## src/rtl/pc88_ldr_pkg.sv

```systemverilog
// Shared types and default constants for the PC-88 ioctl loader.
package pc88_ldr_pkg;

  localparam int DEF_FIFO_DEPTH  = 4;
  localparam int DEF_ADDR_W      = 19;
  localparam int DEF_ACK_TIMEOUT = 65535;

  // Loader sequencing states; also exported on the debug port.
  typedef enum logic [2:0] {
    ST_IDLE     = 3'd0,
    ST_LOAD     = 3'd1,
    ST_WAIT_ACK = 3'd2,
    ST_DRAIN    = 3'd3,
    ST_DONE     = 3'd4
  } ldr_state_t;

endpackage

```

## src/rtl/pc88_ioctl_loader_if.sv

```systemverilog
// Bundle of the HPS download port and the core memory-write port.
//
// Handshakes:
//   HPS side : a byte is offered for exactly one clk_sys cycle with
//              ioctl_wr=1. ioctl_wait=1 asks the HPS to hold off further
//              bytes; a byte offered while the buffer is full is lost and
//              flagged on ldr_err.
//   Core side: ldr_wr rises with ldr_adr/ldr_wdat valid and stays high,
//              with address and data frozen, until the core raises
//              ldr_ack (a 0->1 transition completes the write).
interface pc88_ioctl_loader_if
  import pc88_ldr_pkg::*;
#(
  parameter int ADDR_W = DEF_ADDR_W
);
  logic              ioctl_download;
  logic              ioctl_wr;
  logic [24:0]       ioctl_addr;
  logic [7:0]        ioctl_dout;
  logic              ioctl_wait;
  logic [ADDR_W-1:0] ldr_adr;
  logic [7:0]        ldr_wdat;
  logic              ldr_oe;
  logic              ldr_wr;
  logic              ldr_ack;
  logic              ldr_done;
  logic              ldr_err;

  // Environment side: HPS plus the core that acknowledges writes.
  modport master (
    output ioctl_download, ioctl_wr, ioctl_addr, ioctl_dout, ldr_ack,
    input  ioctl_wait, ldr_adr, ldr_wdat, ldr_oe, ldr_wr, ldr_done, ldr_err
  );

  // Loader side.
  modport slave (
    input  ioctl_download, ioctl_wr, ioctl_addr, ioctl_dout, ldr_ack,
    output ioctl_wait, ldr_adr, ldr_wdat, ldr_oe, ldr_wr, ldr_done, ldr_err
  );
endinterface

```

## src/rtl/pc88_ldr_fifo.sv

```systemverilog
// Small synchronous FIFO holding {addr, data} pairs between the HPS
// strobe and the core write handshake. Pushes while full and pops while
// empty are ignored; a pop only sees entries present before the edge.
module pc88_ldr_fifo
  import pc88_ldr_pkg::*;
#(
  parameter int DEPTH = DEF_FIFO_DEPTH,
  parameter int W     = DEF_ADDR_W + 8
) (
  input  logic                     clk_sys,
  input  logic                     reset,
  input  logic                     clear,
  input  logic                     push,
  input  logic [W-1:0]             din,
  input  logic                     pop,
  output logic [W-1:0]             dout,
  output logic                     full,
  output logic                     empty,
  output logic [$clog2(DEPTH):0]   count
);
  localparam int AW = $clog2(DEPTH);
  localparam int CW = AW + 1;

  logic [W-1:0]  mem [DEPTH];
  logic [AW-1:0] wr_ptr;
  logic [AW-1:0] rd_ptr;
  logic [CW-1:0] cnt;
  logic          push_ok;
  logic          pop_ok;

  assign full    = (cnt == CW'(DEPTH));
  assign empty   = (cnt == '0);
  assign push_ok = push && !full;
  assign pop_ok  = pop && !empty;
  assign dout    = mem[rd_ptr];
  assign count   = cnt;

  // Storage array; contents are don't-care until written.
  always_ff @(posedge clk_sys) begin
    if (push_ok && !clear) begin
      mem[wr_ptr] <= din;
    end
  end

  // Pointer and occupancy bookkeeping.
  always_ff @(posedge clk_sys or posedge reset) begin
    if (reset) begin
      wr_ptr <= '0;
      rd_ptr <= '0;
      cnt    <= '0;
    end else if (clear) begin
      wr_ptr <= '0;
      rd_ptr <= '0;
      cnt    <= '0;
    end else begin
      if (push_ok) wr_ptr <= wr_ptr + AW'(1);
      if (pop_ok)  rd_ptr <= rd_ptr + AW'(1);
      cnt <= cnt + CW'(push_ok) - CW'(pop_ok);
    end
  end
endmodule

```

## src/rtl/pc88_ioctl_loader.sv

```systemverilog
// Bridges the MiSTer HPS ioctl download stream into level-held,
// acknowledged memory writes for the PC-88 core, with a small byte
// buffer, back-pressure, ack timeout and sticky done/error flags.
module pc88_ioctl_loader
  import pc88_ldr_pkg::*;
#(
  parameter int FIFO_DEPTH  = DEF_FIFO_DEPTH,
  parameter int ADDR_W      = DEF_ADDR_W,
  parameter int ACK_TIMEOUT = DEF_ACK_TIMEOUT
) (
  input  logic               clk_sys,
  input  logic               reset,
  pc88_ioctl_loader_if.slave bus,
  output ldr_state_t         dbg_state
);
  localparam int CW = $clog2(FIFO_DEPTH) + 1;
  localparam int TW = $clog2(ACK_TIMEOUT + 1);

  ldr_state_t        state;
  logic              dl_q;
  logic              ack_q;
  logic [TW-1:0]     ack_timer;

  logic              fifo_push;
  logic              fifo_pop;
  logic              fifo_clear;
  logic              fifo_full;
  logic              fifo_empty;
  logic [CW-1:0]     fifo_count;
  logic [CW-1:0]     count_nxt;
  logic [ADDR_W+7:0] fifo_din;
  logic [ADDR_W+7:0] fifo_dout;

  logic              dl_rise;
  logic              ack_rise;
  logic              ack_expired;
  logic              accepting;
  logic              restart;
  logic              push_ok;
  logic              drain_nxt;
  logic              wait_nxt;

  assign dbg_state   = state;
  assign dl_rise     = bus.ioctl_download && !dl_q;
  assign ack_rise    = bus.ldr_ack && !ack_q;
  assign accepting   = (state == ST_LOAD) || (state == ST_WAIT_ACK) || (state == ST_DRAIN);
  assign fifo_push   = bus.ioctl_wr && accepting;
  assign push_ok     = fifo_push && !fifo_full;
  assign fifo_pop    = ((state == ST_LOAD) || (state == ST_DRAIN)) && !fifo_empty;
  assign restart     = dl_rise && ((state == ST_IDLE) || (state == ST_DONE));
  assign fifo_clear  = restart;
  assign fifo_din    = {bus.ioctl_addr[ADDR_W-1:0], bus.ioctl_dout};
  assign ack_expired = (state == ST_WAIT_ACK) && (ack_timer == TW'(ACK_TIMEOUT - 1));

  // High address bits of the HPS byte address are deliberately dropped.
  if (ADDR_W < 25) begin : g_addr_hi
    logic unused_addr_hi;
    assign unused_addr_hi = ^bus.ioctl_addr[24:ADDR_W];
  end

  pc88_ldr_fifo #(
    .DEPTH (FIFO_DEPTH),
    .W     (ADDR_W + 8)
  ) u_fifo (
    .clk_sys (clk_sys),
    .reset   (reset),
    .clear   (fifo_clear),
    .push    (fifo_push),
    .din     (fifo_din),
    .pop     (fifo_pop),
    .dout    (fifo_dout),
    .full    (fifo_full),
    .empty   (fifo_empty),
    .count   (fifo_count)
  );

  // Post-edge occupancy and DRAIN entry, so the registered ioctl_wait
  // reflects the buffer as it stands after each edge.
  always_comb begin
    count_nxt = fifo_count + CW'(push_ok) - CW'(fifo_pop);
    if (restart) count_nxt = '0;
    drain_nxt = 1'b0;
    case (state)
      ST_LOAD:     drain_nxt = !fifo_pop && !bus.ioctl_download;
      ST_WAIT_ACK: drain_nxt = (ack_rise || ack_expired) && !bus.ioctl_download;
      default:     drain_nxt = 1'b0;
    endcase
    wait_nxt = (count_nxt >= CW'(FIFO_DEPTH - 1)) || drain_nxt;
  end

  // Loader sequencer with registered outputs.
  always_ff @(posedge clk_sys or posedge reset) begin
    if (reset) begin
      state          <= ST_IDLE;
      dl_q           <= 1'b1;  // a download already active at release is not an edge
      ack_q          <= 1'b0;
      ack_timer      <= '0;
      bus.ioctl_wait <= 1'b0;
      bus.ldr_adr    <= '0;
      bus.ldr_wdat   <= '0;
      bus.ldr_oe     <= 1'b0;
      bus.ldr_wr     <= 1'b0;
      bus.ldr_done   <= 1'b0;
      bus.ldr_err    <= 1'b0;
    end else begin
      dl_q           <= bus.ioctl_download;
      ack_q          <= bus.ldr_ack;
      bus.ioctl_wait <= wait_nxt;
      if (fifo_push && fifo_full) bus.ldr_err <= 1'b1;

      case (state)
        ST_IDLE: begin
          if (dl_rise) begin
            state      <= ST_LOAD;
            bus.ldr_oe <= 1'b1;
          end
        end

        ST_LOAD, ST_DRAIN: begin
          if (fifo_pop) begin
            bus.ldr_adr  <= fifo_dout[ADDR_W+7:8];
            bus.ldr_wdat <= fifo_dout[7:0];
            bus.ldr_wr   <= 1'b1;
            ack_timer    <= '0;
            state        <= ST_WAIT_ACK;
          end else if (state == ST_DRAIN) begin
            state        <= ST_DONE;
            bus.ldr_oe   <= 1'b0;
            bus.ldr_done <= 1'b1;
          end else if (!bus.ioctl_download) begin
            state <= ST_DRAIN;
          end
        end

        ST_WAIT_ACK: begin
          if (ack_rise || ack_expired) begin
            bus.ldr_wr <= 1'b0;
            if (!ack_rise) bus.ldr_err <= 1'b1;
            state <= bus.ioctl_download ? ST_LOAD : ST_DRAIN;
          end else begin
            ack_timer <= ack_timer + TW'(1);
          end
        end

        ST_DONE: begin
          if (dl_rise) begin
            state        <= ST_LOAD;
            bus.ldr_oe   <= 1'b1;
            bus.ldr_done <= 1'b0;
            bus.ldr_err  <= 1'b0;
          end
        end

        default: state <= ST_IDLE;
      endcase
    end
  end
endmodule

```

## src/flat_wrapper.sv

```systemverilog
// flat-port wrapper written by rule: the top's interface ports become plain ports
module pc88_ioctl_loader_flat import pc88_ldr_pkg::*;
#(
  parameter int FIFO_DEPTH  = DEF_FIFO_DEPTH,
  parameter int ADDR_W      = DEF_ADDR_W,
  parameter int ACK_TIMEOUT = DEF_ACK_TIMEOUT
)
  (clk_sys, reset, dbg_state, bus_ioctl_download, bus_ioctl_wr, bus_ioctl_addr, bus_ioctl_dout, bus_ldr_ack, bus_ioctl_wait, bus_ldr_adr, bus_ldr_wdat, bus_ldr_oe, bus_ldr_wr, bus_ldr_done, bus_ldr_err);
  pc88_ioctl_loader_if #(.ADDR_W(ADDR_W)) bus_i ();
  input  logic clk_sys;
  input  logic reset;
  output ldr_state_t dbg_state;
  input wire logic [$bits(bus_i.ioctl_download)-1:0] bus_ioctl_download;
  input wire logic [$bits(bus_i.ioctl_wr)-1:0] bus_ioctl_wr;
  input wire logic [$bits(bus_i.ioctl_addr)-1:0] bus_ioctl_addr;
  input wire logic [$bits(bus_i.ioctl_dout)-1:0] bus_ioctl_dout;
  input wire logic [$bits(bus_i.ldr_ack)-1:0] bus_ldr_ack;
  output wire logic [$bits(bus_i.ioctl_wait)-1:0] bus_ioctl_wait;
  output wire logic [$bits(bus_i.ldr_adr)-1:0] bus_ldr_adr;
  output wire logic [$bits(bus_i.ldr_wdat)-1:0] bus_ldr_wdat;
  output wire logic [$bits(bus_i.ldr_oe)-1:0] bus_ldr_oe;
  output wire logic [$bits(bus_i.ldr_wr)-1:0] bus_ldr_wr;
  output wire logic [$bits(bus_i.ldr_done)-1:0] bus_ldr_done;
  output wire logic [$bits(bus_i.ldr_err)-1:0] bus_ldr_err;
  assign bus_i.ioctl_download = bus_ioctl_download;
  assign bus_i.ioctl_wr = bus_ioctl_wr;
  assign bus_i.ioctl_addr = bus_ioctl_addr;
  assign bus_i.ioctl_dout = bus_ioctl_dout;
  assign bus_i.ldr_ack = bus_ldr_ack;
  assign bus_ioctl_wait = bus_i.ioctl_wait;
  assign bus_ldr_adr = bus_i.ldr_adr;
  assign bus_ldr_wdat = bus_i.ldr_wdat;
  assign bus_ldr_oe = bus_i.ldr_oe;
  assign bus_ldr_wr = bus_i.ldr_wr;
  assign bus_ldr_done = bus_i.ldr_done;
  assign bus_ldr_err = bus_i.ldr_err;
  pc88_ioctl_loader #(.FIFO_DEPTH(FIFO_DEPTH), .ADDR_W(ADDR_W), .ACK_TIMEOUT(ACK_TIMEOUT)) u_core (.clk_sys(clk_sys), .reset(reset), .bus(bus_i), .dbg_state(dbg_state));
endmodule
```

## config.mk

```make
export PLATFORM = sky130hd
export DESIGN_NAME = pc88_ioctl_loader_flat
export DESIGN_NICKNAME = d
export VERILOG_FILES = /design/src/rtl/pc88_ldr_pkg.sv /design/src/rtl/pc88_ioctl_loader_if.sv /design/src/rtl/pc88_ldr_fifo.sv /design/src/rtl/pc88_ioctl_loader.sv /design/src/flat_wrapper.sv
export SDC_FILE = /design/constraint.sdc
export NUM_CORES = 1
export LEC_CHECK = 0
export CAP_MARGIN = 5
export CORE_ASPECT_RATIO = 1.5
export CORE_MARGIN = 5
export CORE_UTILIZATION = 63
export CTS_BUF_LIST = sky130_fd_sc_hd__clkbuf_8
export DETAILED_ROUTE_END_ITERATION = 6
export PLACE_DENSITY = 0.88
export SLEW_MARGIN = 40
export SYNTH_ARGS = -nofsm -noshare
export SYNTH_HDL_FRONTEND = slang
export SYNTH_HIERARCHICAL = 1
export SYNTH_SLANG_ARGS = --single-unit
```

## constraint.sdc

```tcl
create_clock -name clk_sys -period 5.3 [get_ports clk_sys]
set_clock_uncertainty 0.1 [all_clocks]
set_input_delay 0.795 -clock clk_sys [delete_from_list [all_inputs] [get_ports clk_sys]]
set_output_delay 0.795 -clock clk_sys [all_outputs]
set_load 0.03 [all_outputs]
```

## After elaboration in Yosys (flattened, before gate mapping)

Memories as Yosys holds them, arrays and structs flattened. A register that Yosys moved wholly into a read port is not among the register bits.
Index checks and enable logic that the tools add are counted.

- Equal/unequal tests: 14
- Add/sub/neg operators: 6
- Multipliers: 0
- Reduce and logical (&&, ||, !) cells: 40
- Bitwise logic cells: 0
- Divide/modulo/power cells: 0
- Magnitude comparators: 1
- Muxes and demuxes: 35
- Shift-type cells: 0

Operator list:

| kind | number |
|---|---|
| $mux W16 | 2 |
| $pmux W16 S2 | 1 |
| $mux W3 | 7 |
| $add A16 B1 Y16 const B | 1 |
| $eq A16 B16 Y1 const B | 1 |
| $mux W1 | 14 |
| $logic_and A1 B1 Y1 | 12 |
| $mux W2 | 5 |
| $pmux W1 S2 | 5 |
| $reduce_bool A2 Y1 | 5 |
| $pmux W3 S3 | 1 |
| $reduce_and A3 Y1 | 3 |
| $ne A2 B1 Y1 const B | 4 |
| $reduce_and A4 Y1 | 2 |
| $logic_not A1 Y1 | 7 |
| $eq A3 B2 Y1 const B | 2 |
| $eq A3 B3 Y1 const B | 2 |
| $logic_not A3 Y1 | 2 |
| $logic_or A1 B1 Y1 | 6 |
| $ne A2 B2 Y1 const B | 3 |
| $sub A3 B1 Y3 | 2 |
| $add A2 B1 Y2 const B | 2 |
| $ne A4 B2 Y1 const B | 1 |
| $reduce_or A2 Y1 | 2 |
| 4 further kinds | 4 |

- Logic and storage cells: 109
- Bits in latches: 0
- Bits in writable memories: 108
- Bits in read-only memories: 0
- Memories kept: 1
- Flip-flop bits (word level): 33

Memory list:

| name | words | bits a word | rd ports | clocked after memory_dff | wr ports | RTL line | source |
|---|---|---|---|---|---|---|---|
| u_core.u_fifo.mem | 4 | 27 | 1 | 1 | 1 | pc88_ldr_fifo.sv:24 | `logic [W-1:0] mem [DEPTH];` |

## Logic depth before layout (Yosys ltp)

Gate-level depths: netlist of the first run.

- Depth in word-level cells: 10
- Mapped depth: 14
- Depth with buffers taken out: 13

## Hierarchy

Netlist of the first run, hierarchy kept.

By module, submodules not included:

| module | area an instance (µm²) | cells each | sequential area each (µm²) | instances |
|---|---|---|---|---|
| pc88_ldr_fifo | 4,383.0 | 190 | 3,418.3 | 1 |
| pc88_ioctl_loader | 2,471.1 | 277 | 1,327.5 | 1 |

## Worst setup path before layout of the first run

Ideal clock, no wire load.

- Path kind: register to register
- From: reg u_core.u_fifo.cnt[1], in the netlist u_core/u_fifo/count[1]
- To: reg u_core.u_fifo.cnt[2], in the netlist u_core/u_fifo/count[2]
- Path buffers: 1
- Arrival time: 2.860 ns
- Clock period less this slack: 3.089 ns
- Setup time: 0.129 ns
- Required time: 5.071 ns
- Stages on the path, launching flop included: 15
- Setup slack: 2.211 ns
- Cells stage by stage: dfrtp_1 nor3_1 nor2_1 nand2_1 clkinv_1 clkbuf_1 o31ai_1 inv_1 ha_1 inv_1 ha_1 inv_1 fa_1 xnor2_1 nor2_1

- Cells in the longest elaborated chain, start to end: 6
- Elaborated cells on any way between the ends: 10

Ends and longest elaborated chain:

| item | RTL line | source |
|---|---|---|
| start, declared | pc88_ldr_fifo.sv:27 | `logic [CW-1:0] cnt;` |
| start signal, assigned | pc88_ldr_fifo.sv:58 | `cnt <= cnt + CW'(push_ok) - CW'(pop_ok);` |
| $logic_not A3 Y1 | pc88_ldr_fifo.sv:32 | `assign empty = (cnt == '0);` |
| via u_core.fifo_empty | pc88_ioctl_loader.sv:28 | `logic fifo_empty;` |
| $logic_not A1 Y1 | pc88_ioctl_loader.sv:49 | `assign fifo_pop = ((state == ST_LOAD) \|\| (state == ST_DRAIN)) && !fifo_empty;` |
| $logic_and A1 B1 Y1 | pc88_ioctl_loader.sv:49 |  |
| via u_core.fifo_pop | pc88_ioctl_loader.sv:25 | `logic fifo_pop;` |
| $logic_and A1 B1 Y1 | pc88_ldr_fifo.sv:34 | `assign pop_ok = pop && !empty;` |
| $sub A3 B1 Y3 | pc88_ldr_fifo.sv:58 |  |
| $mux W3 | pc88_ldr_fifo.sv:51 | `end else if (clear) begin` |

The timed path passes the listed nets, and every way through them passes these cells.
A chain may end at the register's enable or synchronous reset.

## Worst setup path after layout of the first run

- From: reg u_core.u_fifo.cnt[1], in the netlist u_core/u_fifo/count[1]
- To: reg u_core.bus.ioctl_wait

- Elaborated cells on any way between the ends: 14

RTL lines:

| item | RTL line | source |
|---|---|---|
| $logic_not A3 Y1 (*) | pc88_ldr_fifo.sv:32 |  |
| via u_core.fifo_empty | pc88_ioctl_loader.sv:28 |  |
| $logic_not A1 Y1 (*) | pc88_ioctl_loader.sv:49 |  |
| $logic_and A1 B1 Y1 (*) | pc88_ioctl_loader.sv:49 |  |
| $sub A3 B1 Y3 or $logic_not A1 Y1 (tied branches) | pc88_ioctl_loader.sv:80, pc88_ioctl_loader.sv:84 |  |
| $mux W3 or $logic_and A1 B1 Y1 (tied branches) | pc88_ioctl_loader.sv:81, pc88_ioctl_loader.sv:84 |  |
| $ge A3 B2 Y1 or $pmux W1 S2 (tied branches) | pc88_ioctl_loader.sv:88, pc88_ioctl_loader.sv:83 |  |
| $logic_or A1 B1 Y1 (*) | pc88_ioctl_loader.sv:88 | `wait_nxt = (count_nxt >= CW'(FIFO_DEPTH - 1)) \|\| drain_nxt;` |
| via u_core.wait_nxt | pc88_ioctl_loader.sv:41 | `logic wait_nxt;` |
| end signal, assigned | pc88_ioctl_loader.sv:108 | `bus.ioctl_wait <= wait_nxt;` |
| end, declared | pc88_ioctl_loader_if.sv:38 | `output ioctl_wait, ldr_adr, ldr_wdat, ldr_oe, ldr_wr, ldr_done, ldr_err` |

The timed path passes the listed nets; every way through them passes the cells marked *.

==> results of run 1 <==
[routing by layer]
layer / GRT usage, % / part of all wire (%)
met2: 40.2 / 55
met4: 8.51 / 1.7
met5: 0 / 0
met3: 5.14 / 4.8
met1: 28.3 / 38
[area by class of cell]
class / instances / area share [%]
sequential: 168 / 58.9
multi-input combinational: 265 / 24.3
timing repair buffer: 73 / 8.85
clock buffer: 19 / 3.24
tap: 144 / 2.24
clock inverter: 13 / 1.63
inverter: 17 / 0.792
[how the worst max path moves through the flow]
stage / from / slack (ns) / end / cells after the start
3_5_place_dp: bus_ioctl_wr / 1.78 / u_core/u_fifo/mem[0][25] / 6
5_1_grt: u_core/u_fifo/count[1] / 1.96 / u_core/bus.ioctl_wait / 12
6_report: u_core/u_fifo/count[1] / 2.16 / u_core/bus.ioctl_wait / 12
4_1_cts: u_core/u_fifo/count[1] / 2.19 / u_core/bus.ioctl_wait / 12
3_3_place_gp: bus_ioctl_wr / 1.91 / u_core/u_fifo/mem[1][24] / 6
2_1_floorplan: u_core/u_fifo/count[1] / 2.21 / u_core/u_fifo/count[2] / 14
[worst max-delay path, delay by kind of cell, from the launching register on]
family / cells / cell delay (ns)
AO/OA/AOI/OAI: 2 / 0.28
XOR/XNOR: 1 / 0.14
adder cells (fa/ha/maj): 3 / 1.00
buffers and inverters: 3 / 0.58
flip-flops: 1 / 0.50
AND/OR/NAND/NOR: 3 / 0.37
[flip-flops by register name (all words and copies together), names as in the netlist, 2 cells and up]
register / flops
u_core/ack_timer: 16
u_core/u_fifo/rd_ptr: 2
u_core/u_fifo/count: 3
u_core/bus.ldr_wdat: 8
u_core/u_fifo/mem: 108
u_core/bus.ldr_adr: 19
u_core/u_fifo/wr_ptr: 2
u_core/dbg_state: 3
[synthesized netlist by cell type, types with 2 or more instances]
library cell | count | area, um^2
edfxtp_1 | 108 | 3240
nand2_1 | 94 | 353
dfrtp_1 | 59 | 1480
nor2_1 | 29 | 109
mux4_2 | 25 | 563
inv_1 | 15 | 56.3
a21oi_1 | 14 | 70.1
ha_1 | 10 | 125
o21ai_0 | 9 | 45.0
xnor2_1 | 9 | 78.8
nand3_1 | 8 | 40.0
nor3_1 | 7 | 35.0
clkbuf_1 | 6 | 22.5
buf_2 | 5 | 25.0
and2_1 | 4 | 25.0
nand2b_1 | 4 | 25.0
nand4_1 | 4 | 25.0
buf_1 | 3 | 11.3
nor4_1 | 3 | 18.8
o31ai_1 | 3 | 22.5
or3_1 | 3 | 18.8
or4_1 | 3 | 22.5
xor2_1 | 3 | 26.3
and3_1 | 2 | 12.5
fa_1 | 2 | 40.0
mux2i_1 | 2 | 20.0
mux4_1 | 2 | 52.6
nor2b_1 | 2 | 12.5
o22ai_1 | 2 | 12.5
or2_0 | 2 | 12.5
[cell families (layout without fill, tap and decap cells)]
family | after synthesis | in the layout | synth area share (%)
flip-flops | 168 | 168 | 69.2
AND/OR/NAND/NOR | 177 | 177 | 12.2
XOR/XNOR | 12 | 12 | 1.53
multiplexers | 29 | 29 | 9.27
AO/OA/AOI/OAI | 35 | 35 | 3.07
buffers and inverters | 34 | 122 | 2.32
adder cells (fa/ha/maj) | 12 | 12 | 2.41
[power groups by stage]
stage	clock network (mW)	logic, mW	registers, mW
after floorplan	0	0.915	2.11
after detailed placement	0	1.61	1.99
after CTS	0.896	1.62	1.97
final	0.876	1.61	1.96
after global placement	0	1.54	1.96
after global routing	0.957	1.74	2.01
[layout by cell type, fill, tap and decap left out, types with 2 or more instances in the layout]
cell	n
a21oi_1	14
and2_1	2
and2_2	2
and3_1	2
buf_4	7
bufinv_16	2
clkbuf_8	19
clkdlybuf4s50_1	66
clkinv_2	2
clkinvlp_4	2
dfrtp_1	58
edfxtp_1	108
fa_1	2
ha_1	10
inv_1	17
inv_2	2
inv_6	3
mux2i_1	2
mux4_1	2
mux4_2	25
nand2_1	94
nand2b_1	4
nand3_1	8
nand4_1	4
nor2_1	29
nor2b_1	2
nor3_1	7
nor4_1	3
o21ai_0	9
o22ai_1	2
o31ai_1	3
or2_0	2
or3_1	3
or4_1	3
xnor2_1	9
xor2_1	3
[stage by stage]
stage               instance area [um^2]  setup WS (ns)  std cells  util, %
finish                              8060           2.16        699     75.7
global route                        8060           1.96        699     75.7
CTS                                 8050           2.19        699     75.6
detailed placement                  7660           1.78        667     71.9
global placement                    7660           1.91        667     71.9
floorplan                           6850           2.21        467        -
==> results.cfg, run 1 <==
[floorplan]
die_w_um = 95.2
rows = 46
io_pins = 73
start_util_pct = 64.4
dieArea_um2 = 13100
die_h_um = 138
core_area_um2 = 10600

[clocking]
clock_latency_ns = 0.45
tritoncts = yes
htreeDepth = 4
clock_path_buffers = 2
cts_root_buf = clkbuf_8
postCtsResizedCells = 0
clkTransAtPathRegs_ns = 0.08
cts_buffers = 17
cts_sinks = 168
hold_buffers = 0
post_cts_buffers = 0

[hold_path]
whs_endpoint = u_core/bus.ldr_wdat[1]
hold_class = flop to flop
whs_path_depth = 2
hold_path_startpoint = u_core/bus.ldr_wdat[1]

[layout]
area_growth_pct = 17.6
multiInputGateArea_um2 = 1960
n_fill_cell = 624
antenna_cells = 0
nNetsFinal = 592
seq_area_um2 = 4750
drive_gt1_share_pct = 13.7

[synth]
ys_types = 55
syn_nets = 517
synth.ff_latch_count = 168
synthesis.area_um2 = 6850
avgSynthCellArea_um2 = 14.7
yosys_warnings = 6
synth-edff-count = 108
yosysSeqAreaShare_pct = 69.2
synth-main-ff-cell = edfxtp_1
synthCells = 467
async_reset_ff_share_pct = 35.7

[detailed_routing]
wl_per_cell_um = 19.2
dr.first_iter.drc_count = 279
drc = 0
dr.pass1.iters = 5
routed_wl_um = 13400
ant_nets = 0
via_per_inst = 5.84
vias = 4080

[timing]
min_period_ns = 3.14
hold_ws_ns = 0.375
finalCritPeriodShare_pct = 59.2
max_freq_mhz = 319
worst_slew_pin_slew_ns = 0.784
fin_tns_setup_ns = 0
hold_viol_final = 0
max-slew-margin-rel_pct = 47.7
setup_violations = 0
rsz0062_at_grt = no
slew_viol_final = 0

[placed_design]
gp_congestion = 0.803
dp_hpwl_um = 8780
io_buffers = 66

[critical_path]
worstPathRequired_ns = 5.49
critPathKind = flop to flop
crit_slowest_cell = dfrtp_1
r2r-end = u_core/bus.ioctl_wait
reg2reg_depth = 12
cp-end-kind = flop
regToRegSetupSlack_ns = 2.16
cp.arrival_ns = 3.32
start_kind = flop
worstReg2RegStart = u_core/u_fifo/count[1]
path_common_cell = ha_1
slowest_delay_ns = 0.50
crit_chain = nor3_1, buf_4, nor2_1, nand2_1, clkinv_1, ha_1, inv_1, ha_1, fa_1, xnor2_1, a21oi_1, o21ai_0
cp_max_fo = 13

[pwr]
intPower_mw = 2.85
net-switching-power_mw = 1.60
pwr-share-seq_pct = 44.1
ir_worst_vdd_v = 0.000308
p_per_area_nw_per_um2 = 551
combPwrFrac_pct = 36.2
p_leak_nw = 3.07
p_clk_share_pct = 19.7
sw_frac_of_total_pct = 35.9
power_mw = 4.44

[global_route]
gr-total-overflow = 0
grt_max_degree = 54
grtUsageTotal_pct = 23.2
grt_pass1_wl_um = 22200
antenna_found_initial = 0
grt_pass1_vias = 4371

[run]
max-cap-violations = 0

[run_status]
run_status = complete, no violations
Power figures use the tool's default switching activity.
==> run 2, diff against run 1 <==
--- a/config.mk
+++ b/config.mk
@@ -8,10 +8,10 @@
 export CAP_MARGIN = 5
 export CORE_ASPECT_RATIO = 1.5
 export CORE_MARGIN = 5
-export CORE_UTILIZATION = 63
+export CORE_UTILIZATION = 58
 export CTS_BUF_LIST = sky130_fd_sc_hd__clkbuf_8
 export DETAILED_ROUTE_END_ITERATION = 6
-export PLACE_DENSITY = 0.88
+export PLACE_DENSITY = 0.81
 export SLEW_MARGIN = 40
 export SYNTH_ARGS = -nofsm -noshare
 export SYNTH_HDL_FRONTEND = slang
==> constraint.sdc (replaced) <==
create_clock -name clk_sys -period 2.9 [get_ports clk_sys]
set_clock_uncertainty 0.1 [all_clocks]
set_input_delay 0.435 -clock clk_sys [delete_from_list [all_inputs] [get_ports clk_sys]]
set_output_delay 0.435 -clock clk_sys [all_outputs]
set_load 0.03 [all_outputs]
==> run 2 against run 1 <==
Worst setup slack worse by 1.8 ns. Sequential power is 78% higher. Hold slack worse by 0.17 ns. Die area is 7.8% higher. Non-clock buffer count is 10 higher. Register-to-register slack worse by 1.8 ns. Flip-flop and latch count stayed put. Cell count is 2.3% higher. Design area is 2.0% higher. Fmax is 25% higher. Sequential share of layout area is 1.2 points lower.
==> results.cfg, run 2 (synthesis gave the netlist of run 1 again) <==
[placed_design]
io_buffers = 66
gp_congestion = 0.799
dp_hpwl_um = 8690

[detailed_routing]
ant_nets = 0
drc = 0
via_per_inst = 5.58
dr.first_iter.drc_count = 273
wl_per_cell_um = 18.1
routed_wl_um = 12900
vias = 3990
dr.pass1.iters = 5

[critical_path]
cp.arrival_ns = 2.74
cp-end-kind = flop
critPathKind = flop to flop
start_kind = flop
path_common_cell = inv_1
slowest_delay_ns = 0.51
cp_max_fo = 7
crit_chain = nor3_4, nor2_1, nand2_1, clkinv_1, o31ai_1, inv_1, ha_1, inv_1, ha_1, inv_1, fa_1, xnor2_1, nor2_1
crit_slowest_cell = dfrtp_1
worstPathRequired_ns = 3.13

[timing]
worst_slew_pin_slew_ns = 0.582
hold_viol_final = 0
slew_viol_final = 0
max-slew-margin-rel_pct = 60.9
max_freq_mhz = 398
min_period_ns = 2.51
fin_tns_setup_ns = 0
setup_violations = 0
finalCritPeriodShare_pct = 86.6
rsz0062_at_grt = no

[pwr]
ir_worst_vdd_v = 0.000536
p_per_area_nw_per_um2 = 999
power_mw = 8.22
p_leak_nw = 3.13

[clocking]
htreeDepth = 4
cts_buffers = 17
cts_sinks = 168
clkTransAtPathRegs_ns = 0.09
cts_root_buf = clkbuf_8
tritoncts = yes
clock_path_buffers = 2
clock_latency_ns = 0.44
postCtsResizedCells = 0
post_cts_buffers = 0
hold_buffers = 0

[layout]
drive_gt1_share_pct = 15.8
seq_area_um2 = 4750
n_fill_cell = 777
largest_reg_flops = 108
nNetsFinal = 602
area_growth_pct = 20.0
largestRegisters = u_core/u_fifo/mem (108), u_core/bus.ldr_adr (19), u_core/ack_timer (16)
regMostFlops = u_core/u_fifo/mem
final_common_cell = edfxtp_1
antenna_cells = 0
final_cell_mix = edfxtp_1, nand2_1, clkdlybuf4s50_1
multiInputGateArea_um2 = 1970

[global_route]
grt_pass1_vias = 4281
antenna_found_initial = 0
grt_max_degree = 33
gr-total-overflow = 0
grtUsageTotal_pct = 19.7
grt_pass1_wl_um = 21500

[run]
max-cap-violations = 0

[hold_path]
hold_class = primary input to async pin

[floorplan]
die_w_um = 98.8
io_pins = 73
core_area_um2 = 11500
start_util_pct = 59.4
die_h_um = 143
rows = 48
dieArea_um2 = 14100

[run_status]
run_status = complete, no violations
[run 2: where the power goes]
| group | internal [mW] | total [mW] | leakage (nW) | switching, mW |
|---|---|---|---|---|
| logic | 1.35 | 3.08 | 1.20 | 1.73 |
| clock network | 0.818 | 1.65 | 0.197 | 0.830 |
| registers | 3.14 | 3.49 | 1.74 | 0.354 |
| total | 5.31 | 8.22 | 3.13 | 2.91 |
[run 2: final cells by class]
class	instances	area share, %
clock buffer	19	3.18
clock inverter	13	1.73
inverter	17	0.776
multi-input combinational	265	24.0
sequential	168	57.7
tap	150	2.28
timing repair buffer	83	10.3
[run 2: worst paths after layout]
path	start	end	slack [ns]	depth (start not counted)
hold / removal	reset	u_core/u_fifo/count[2]	0.21	2
hold reg to reg	u_core/bus.ldr_wdat[4]	u_core/bus.ldr_wdat[4]	0.39	2
min in group clk_sys	bus_ldr_ack	u_core/ack_q	0.36	1
max in group asynchronous	reset	u_core/dl_q	1.74	3
setup / recovery	u_core/u_fifo/count[1]	u_core/u_fifo/count[2]	0.39	13
setup reg to reg	u_core/u_fifo/count[1]	u_core/u_fifo/count[2]	0.39	13
[run 2: metal layers]
metal | GRT usage [%] | wire (um) | up-vias
met2 | 35.1 | 7030 | 111
met1 | 23.4 | 5110 | 1992
li1 | - | - | 1863
met5 | 0 | 0 | -
met4 | 6.83 | 229 | 0
met3 | 4.55 | 557 | 24
[run 2: worst max-delay path: cells and delay by family (launching register included)]
family | cells | cell delay (ns)
adder cells (fa/ha/maj) | 3 | 0.77
flip-flops | 1 | 0.51
AND/OR/NAND/NOR | 4 | 0.44
buffers and inverters | 4 | 0.30
XOR/XNOR | 1 | 0.16
AO/OA/AOI/OAI | 1 | 0.13
[run 2: per-stage QoR]
step,worst slack [ns],util (%),hold WS [ns],std cells,area (um^2)
3_3_place_gp,0.202,67.8,0.360,683,7810
6_report,0.390,71.3,0.209,715,8230
4_1_cts,0.366,71.3,0.194,715,8220
2_1_floorplan,0.00366,-,0.138,467,6870
3_5_place_dp,0.214,67.8,0.363,683,7810
5_1_grt,0.204,71.3,0.227,715,8230
==> run 3, diff against run 2 <==
--- a/config.mk
+++ b/config.mk
@@ -11,6 +11,7 @@
 export CORE_UTILIZATION = 58
 export CTS_BUF_LIST = sky130_fd_sc_hd__clkbuf_8
 export DETAILED_ROUTE_END_ITERATION = 6
+export MAX_ROUTING_LAYER = met4
 export PLACE_DENSITY = 0.81
 export SLEW_MARGIN = 40
 export SYNTH_ARGS = -nofsm -noshare
==> run 3 against run 2 <==
Via count stayed put. First-iteration DRC count is 4.0% higher. Worst setup slack about the same. Sequential share of layout area unchanged. Global-route usage is 0.60 points higher. Clock power is essentially flat. Clock-buffer cell count did not move. Fmax about the same. Core utilization is the same.
==> results.cfg, run 3 (synthesis gave the netlist of run 1 again) <==
[detailed_routing]
routed_wl_um = 12900
vias = 3990
wl_per_cell_um = 18.1
via_per_inst = 5.58
ant_nets = 0
dr.first_iter.drc_count = 284
drc = 0
dr.pass1.iters = 5

[critical_path]
crit_slowest_cell = dfrtp_1
cp-end-kind = flop
start_kind = flop
path_common_cell = inv_1
regToRegSetupSlack_ns = 0.39
timing.critical_path.to = u_core/u_fifo/count[2]
cp_max_fo = 7
reg2reg_depth = 13
crit_chain = nor3_4, nor2_1, nand2_1, clkinv_1, o31ai_1, inv_1, ha_1, inv_1, ha_1, inv_1, fa_1, xnor2_1, nor2_1
worstPathRequired_ns = 3.13
worstReg2RegStart = u_core/u_fifo/count[1]
critPathKind = flop to flop
r2r-end = u_core/u_fifo/count[2]
cp.arrival_ns = 2.74
slowest_delay_ns = 0.51
crit_start = u_core/u_fifo/count[1]

[layout]
regMostFlops = u_core/u_fifo/mem
final_cell_mix = edfxtp_1, nand2_1, clkdlybuf4s50_1
antenna_cells = 0
area_growth_pct = 20.0
design_area_um2 = 8230
final_common_cell = edfxtp_1
nNetsFinal = 602
largestRegisters = u_core/u_fifo/mem (108), u_core/bus.ldr_adr (19), u_core/ack_timer (16)
largest_reg_flops = 108
drive_gt1_share_pct = 15.8

[clocking]
hold_buffers = 0
cts_root_buf = clkbuf_8
post_cts_buffers = 0
tritoncts = yes
clkTransAtPathRegs_ns = 0.09
cts_sinks = 168
cts_buffers = 17
postCtsResizedCells = 0
clock_latency_ns = 0.44
htreeDepth = 4
clock_path_buffers = 2

[timing]
hold_ws_ns = 0.208
min_period_ns = 2.51
slew_viol_final = 0
worst_slew_pin_slew_ns = 0.577
setup_slack_ns = 0.390
finalCritPeriodShare_pct = 86.6
max-slew-margin-rel_pct = 61.3
hold_viol_final = 0
fin_tns_setup_ns = 0
max_freq_mhz = 398
rsz0062_at_grt = no
setup_violations = 0

[pwr]
net-switching-power_mw = 2.91
sw_frac_of_total_pct = 35.4
combPwrFrac_pct = 37.5
p_leak_nw = 3.13
p_per_area_nw_per_um2 = 999
intPower_mw = 5.31
pwr-share-seq_pct = 42.5
p_clk_share_pct = 20.1
ir_worst_vdd_v = 0.000535

[floorplan]
die_h_um = 143
dieArea_um2 = 14100
core_area_um2 = 11500
rows = 48
io_pins = 73
start_util_pct = 59.4
die_w_um = 98.8

[placed_design]
place_area_um2 = 7810
io_buffers = 66
dp_slack_ns = 0.214
dp_hpwl_um = 8690
gp_congestion = 0.811

[global_route]
gr-usage-met1_pct = 23.7
grt_pass1_vias = 4283
busiest_layer = met2
gr-total-overflow = 0
grt_pass1_wl_um = 21400
antenna_found_initial = 0
grtUsageTotal_pct = 20.3
grt_max_degree = 33
grt_use_met3_pct = 4.15
globalRouteMet2Util_pct = 35.1

[run]
max-cap-violations = 0

[run_status]
run_status = complete, no violations

[hold_path]
hold_class = primary input to async pin
-- run 3: critical path, delay by kind of cell, from the launching register on --
kind,cells,cell delay (ns)
flip-flops,1,0.51
adder cells (fa/ha/maj),3,0.77
AO/OA/AOI/OAI,1,0.13
XOR/XNOR,1,0.16
AND/OR/NAND/NOR,4,0.44
buffers and inverters,4,0.30
-- run 3: worst min-delay path by stage --
stage,startpoint,endpoint
after floorplan,reset,u_core/u_fifo/count[0]
final,reset,u_core/u_fifo/count[2]
after CTS,reset,u_core/u_fifo/count[1]
after global routing,reset,u_core/u_fifo/count[2]
after detailed placement,u_core/bus.ldr_adr[7],u_core/bus.ldr_adr[7]
after global placement,u_core/bus.ldr_adr[16],u_core/bus.ldr_adr[16]
-- run 3: area by class of cell --
cell class                      instances  area [um^2]
Sequential cell                       168         4750
Fill cell                             777         3310
Multi-Input combinational cell        265         1970
Timing Repair Buffer                   83          851
Clock buffer                           19          262
Tap cell                              150          188
Clock inverter                         13          143
Inverter                               17         63.8
-- run 3: routing by layer --
metal,vias up,routed length (um),part of all wire (%)
met5,-,0,0
met4,0,214,1.7
met3,22,538,4.2
met2,112,7080,55
met1,1995,5090,39
li1,1861,-,-
-- run 3: metrics by stage --
step,cells,power [mW],util (%)
final,715,8.22,71.3
after global routing,715,8.72,71.3
after CTS,715,8.32,71.3
after detailed placement,683,6.66,67.8
after global placement,683,6.54,67.8
after floorplan,467,5.54,-
-- run 3: power by group through the flow --
stage | Sequential (mW) | Combinational, mW | Clock (mW)
4_1_cts | 3.50 | 3.13 | 1.69
6_report | 3.49 | 3.08 | 1.65
5_1_grt | 3.55 | 3.38 | 1.79
2_1_floorplan | 3.87 | 1.68 | 0
3_3_place_gp | 3.51 | 3.03 | 0
3_5_place_dp | 3.55 | 3.11 | 0
